[src/rtl/wash_cycle_controller.sv]
// Washing-machine cycle sequencer driving an external phase timer, valve and motor.
// Define EXTRA_RINSE_EN to insert a second rinse phase (RINSE2) between RINSE and SPIN.
module wash_cycle_controller #(
    parameter logic [15:0] CLK_FREQ = 16'd5,
    parameter logic [15:0] FILL_T   = 16'd2,
    parameter logic [15:0] WASH_T   = 16'd5,
    parameter logic [15:0] RINSE_T  = 16'd2,
    parameter logic [15:0] SPIN_T   = 16'd1
) (
    input  logic        clk_i,
    input  logic        reset_i,
    input  logic        start_i,
    input  logic        door_closed_i,
    input  logic        pause_i,
    input  logic        timer_done_i,
    output logic        timer_enable_o,
    output logic [15:0] timer_period_o,
    output logic [15:0] timer_clk_freq_o,
    output logic [2:0]  state_o,
    output logic        water_valve_o,
    output logic        motor_on_o,
    output logic        spin_fast_o,
    output logic        busy_o,
    output logic        cycle_done_o
);

    typedef enum logic [2:0] {
        S_IDLE   = 3'd0,
        S_FILL   = 3'd1,
        S_WASH   = 3'd2,
        S_RINSE  = 3'd3,
        S_SPIN   = 3'd4,
        S_DONE   = 3'd5,
        S_RINSE2 = 3'd6
    } state_t;

    state_t      state_q, state_d;
    logic        armed_q, armed_d;
    logic        act_q, act_d;
    logic [15:0] period_q, period_d;
    logic        in_phase;
    logic        suspend;
    logic        advance;

    always_ff @(posedge clk_i or posedge reset_i) begin
        if (reset_i) begin
            state_q  <= S_IDLE;
            armed_q  <= 1'b0;
            act_q    <= 1'b0;
            period_q <= 16'd0;
        end else begin
            state_q  <= state_d;
            armed_q  <= armed_d;
            act_q    <= act_d;
            period_q <= period_d;
        end
    end

    always_comb begin
        state_d  = state_q;
        in_phase = state_q inside {S_FILL, S_WASH, S_RINSE, S_RINSE2, S_SPIN};
        suspend  = pause_i || !door_closed_i;
        // armed_q is low during the entry GAP, so a done left over from the previous phase is ignored
        advance  = in_phase && armed_q && timer_done_i && !suspend;

        case (state_q)
            S_IDLE:  if (start_i && door_closed_i) state_d = S_FILL;
            S_FILL:  if (advance) state_d = S_WASH;
            S_WASH:  if (advance) state_d = S_RINSE;
`ifdef EXTRA_RINSE_EN
            S_RINSE:  if (advance) state_d = S_RINSE2;
            S_RINSE2: if (advance) state_d = S_SPIN;
`else
            S_RINSE:  if (advance) state_d = S_SPIN;
`endif
            S_SPIN:  if (advance) state_d = S_DONE;
            S_DONE:  state_d = S_IDLE;
            default: state_d = S_IDLE;
        endcase

        // Suspension drops armed, so release always restarts the phase through a fresh GAP
        armed_d = in_phase && !suspend && !advance;
        act_d   = !suspend;

        case (state_d)
            S_FILL:   period_d = FILL_T;
            S_WASH:   period_d = WASH_T;
            S_RINSE:  period_d = RINSE_T;
            S_RINSE2: period_d = RINSE_T;
            S_SPIN:   period_d = SPIN_T;
            default:  period_d = 16'd0;
        endcase
    end

    assign timer_enable_o   = armed_q;
    assign timer_period_o   = period_q;
    assign timer_clk_freq_o = CLK_FREQ;
    assign state_o          = state_q;
    assign water_valve_o    = act_q && (state_q inside {S_FILL, S_RINSE, S_RINSE2});
    assign motor_on_o       = act_q && (state_q inside {S_WASH, S_RINSE, S_RINSE2, S_SPIN});
    assign spin_fast_o      = act_q && (state_q == S_SPIN);
    assign busy_o           = (state_q != S_IDLE);
    assign cycle_done_o     = (state_q == S_DONE);

endmodule

[config.mk]
export PLATFORM = sky130hd
export DESIGN_NAME = wash_cycle_controller
export DESIGN_NICKNAME = d
export VERILOG_FILES = /design/src/rtl/wash_cycle_controller.sv
export SDC_FILE = /design/constraint.sdc
export NUM_CORES = 1
export LEC_CHECK = 0
export BUFFER_PORTS_ARGS = -buffer_cell sky130_fd_sc_hd__buf_2
export CORE_MARGIN = 3
export CORE_UTILIZATION = 40
export DETAILED_ROUTE_END_ITERATION = 8
export GPL_TIMING_DRIVEN = 0
export PLACE_DENSITY = 0.8
export SLEW_MARGIN = 20
export SYNTH_ARGS = -nofsm -noshare
export SYNTH_HDL_FRONTEND = slang
export SYNTH_SLANG_ARGS = --single-unit
[constraint.sdc]
create_clock -name clk_i -period 1.25 [get_ports clk_i]
set_input_delay 0.1875 -clock clk_i [delete_from_list [all_inputs] [get_ports clk_i]]
set_output_delay 0.1875 -clock clk_i [all_outputs]
set_load 0.1 [all_outputs]
==> results.py <==
metrics = {
    "global_route": {
        "grt_pass1_vias": 537,
        "grt_overflow": 0,
        "grt_max_degree": 11,
        "antenna_found_initial": 0,
        "grt.total_usage_pct": 15.3,
        "grt_pass1_wl_mm": 2.51,
    },
    "detailed_routing": {
        "wl_mm": 1.74,
        "drt_iter0_drc": 21,
        "viasPerCell": 4.41,
        "ant_nets": 0,
        "drcViolationCount": 0,
        "first_pass_iters": 4,
        "wl_per_cell_um": 11.6,
        "vias": 662,
    },
    "cts": {
        "htreeDepth": 1,
        "insertion_delay_ns": 0.25,
        "cts_root_buf": "clkbuf_4",
        "clkTransAtPathRegs_ns": 0.06,
        "tritoncts": "built",
        "clock_path_buffers": 2,
        "clock-sinks": 8,
        "cts_buffers": 3,
    },
    "finish": {
        "diodes": 0,
        "final_util_pct": 75.9,
        "syn_to_final_growth_pct": 71.7,
        "finalNetCount": 142,
        "drive_gt1_share_pct": 59.7,
        "fin_area_mm2": 0.00118,
        "seqCellArea_um2": 215,
        "nFillCells": 115,
        "multi_input_area_um2": 425,
    },
    "worst_setup_path": {
        "worstSetupPathType": "reg2out",
        "worstPathRequired_ns": 1.06,
        "reg2reg_depth": 7,
        "crit_arrival_ns": 1.47,
        "start_kind": "flip-flop",
        "r2r_end": "timer_period_o[0]",
        "r2r_setup_slack_ns": -0.22,
        "endpoint_kind": "output port",
        "cp_max_fo": 4,
        "cp_slowest_cell": "dfrtp_4",
        "critPathMaxStageDelay_ns": 0.47,
        "r2r-start": "state_o[2]",
        "cp_cell_sequence": "buf_6 -> mux2_4 -> nor2b_4 -> buf_12",
    },
    "timing": {
        "min_period_ns": 1.66,
        "fin_worst_skew_ns": 0.00337,
        "setup_ws_ns": -0.409,
        "hold_violations": 0,
        "holdWs_ns": 0.142,
        "drv_slew": 0,
        "rsz0062_at_grt": "yes",
        "finalCritPeriodShare_pct": 133,
        "timing.fmax_mhz": 603,
        "setup_viol": 9,
    },
    "flow_run": {
        "drv_cap": 0,
    },
    "hold_path": {
        "whs_path_depth": 2,
        "min_to": "act_q",
        "hold_start": "pause_i",
        "hp-class": "in2reg",
    },
    "outcome": {
        "violations": "setup timing",
        "status": "finished, violations left",
    },
    "yosys": {
        "yosysUniqueCellTypes": 26,
        "synth_seq_cells": 8,
        "ys_seq_area_share_pct": 29.0,
        "syn_area_per_cell_um2": 8.62,
        "syn-cell-area_um2": 689,
        "yosysWarningCount": 0,
        "syn_inst": 80,
    },
    "power_and_ir_drop": {
        "power_density_mw_per_mm2": 2100,
        "peakVddDrop_uv": 1320,
        "p_total_mw": 2.49,
        "power.leakage_nw": 0.636,
    },
    "placed_design": {
        "place.gp.congestion": 0.828,
        "placed_area_um2": 963,
        "portBuffers": 17,
    },
    "floorplan": {
        "die_w_um": 47.5,
        "num_rows": 14,
        "die_area_mm2": 0.00226,
        "floorplan.initialDensity_pct": 44.2,
        "ioPinCount": 47,
        "die_y_um": 47.5,
        "coreArea_mm2": 0.00156,
    },
}
-- report_power, final --
part	internal (mW)	leakage, nW	switching, mW
Clock	0.110	0.0138	0.0960
Sequential	0.352	0.0954	0.122
Combinational	0.456	0.526	1.35
-- final cells by class --
class | instances | share of cell area [%]
Timing Repair Buffer | 24 | 19.8
Multi-Input combinational cell | 64 | 35.9
Sequential cell | 8 | 18.2
Inverter | 2 | 0.634
Buffer | 33 | 21.9
Tap cell | 16 | 1.69
Clock buffer | 3 | 1.90
-- flip-flops by register name (all words and copies together) (netlist names) --
register	cells
timer_enable_o	1
state_o	3
timer_period_o	3
act_q	1
-- cell families (layout without fill, tap and decap cells) --
group | Yosys count | count (layout) | synth area share (%)
AOI/OAI and AO/OA | 8 | 8 | 8.53
other | 2 | 29 | 1.09
buffers and inverters | 35 | 62 | 36.5
muxes | 2 | 2 | 3.09
and+or+nand+nor | 24 | 24 | 20.5
DFF | 8 | 8 | 29.0
xor gates and xnor gates | 1 | 1 | 1.27
-- worst max-delay path, delay by kind of cell (launching register included) --
| kind | cells | cell delay [ns] |
|---|---|---|
| buffers and inverters | 2 | 0.32 |
| and+or+nand+nor | 1 | 0.13 |
| muxes | 1 | 0.30 |
| DFF | 1 | 0.47 |
-- cells in the final DEF (no fill, tap or decap) --
cell and n:
clkbuf_4 3, nand3_2 1, nand4b_1 2, a221oi_2 1, nor2b_4 3, buf_6 6, inv_2 1, mux2i_2 1
and3_4 2, xnor2_2 1, nand2_1 3, dlygate4sd3_1 1, nand3b_1 2, dfrtp_4 4, nand3_1 2, nor2_1 1
or3_4 1, nand4_1 1, nor2b_1 1, inv_1 1, nor2_4 1, buf_4 36, nor3_2 1, buf_2 9
nand2_2 2, a21oi_1 3, a31oi_1 1, a21o_1 2, o31ai_4 1, buf_12 5, conb_1 29, mux2_4 1
dfrtp_1 4, and4b_1 1
-- through the flow --
step / TNS (ns) / instances / worst slack, ns
floorplan: -2.20 / 107 / -0.529
global placement: -1.25 / 140 / -0.342
detailed placement: -1.29 / 140 / -0.355
CTS: -2.24 / 150 / -0.413
global route: -2.52 / 150 / -0.429
finish: -2.21 / 150 / -0.409
-- worst max-delay path by stage --
stage          slack [ns]       start          to  depth (start not counted)
2_1_floorplan       -0.53  state_o[2]  motor_on_o                          3
3_3_place_gp        -0.34  state_o[2]  motor_on_o                          4
3_5_place_dp        -0.35  state_o[2]  motor_on_o                          4
4_1_cts             -0.41  state_o[2]  motor_on_o                          4
5_1_grt             -0.43  state_o[2]  motor_on_o                          4
6_report            -0.41  state_o[2]  motor_on_o                          4
-- layer usage --
layer / GRT usage [%] / wire, um / up-vias
met5: 0 / 0 / -
li1: - / - / 315
met1: 19.6 / 642 / 287
met3: 3.38 / 198 / 4
met4: 3.31 / 23 / 0
met2: 26.2 / 875 / 56
-- timing repair --
action / CTS / global route
endpoints found under the hold margin: 8 / 0
setup endpoints to repair: 9 / 13
setup buffers: 6 / 0
gates resized for setup: 29 / 9
pin swaps: 3 / 0
hold buffers: 1 / 0
-- Yosys cell counts --
library cell | count | area [um2]
a221oi_2 | 1 | 15.0
conb_1 | 2 | 7.51
and3_1 | 2 | 12.5
a31oi_1 | 1 | 6.26
or3_1 | 1 | 6.26
nand3_1 | 3 | 15.0
a21oi_1 | 3 | 15.0
and4b_1 | 1 | 10.0
buf_6 | 1 | 11.3
nand2_1 | 4 | 15.0
nor2_1 | 2 | 7.51
mux2_2 | 1 | 11.3
nand4b_1 | 2 | 17.5
a21o_1 | 2 | 15.0
mux2i_1 | 1 | 10.0
nand3b_1 | 2 | 15.0
buf_2 | 3 | 15.0
nor2b_1 | 4 | 25.0
xnor2_1 | 1 | 8.76
buf_4 | 29 | 218
nor3_1 | 1 | 5.00
nand4_1 | 1 | 6.26
o31ai_1 | 1 | 7.51
inv_1 | 2 | 7.51
nand2_2 | 1 | 6.26
dfrtp_1 | 8 | 200
No activity file was read; power rests on OpenSTA's default activity.
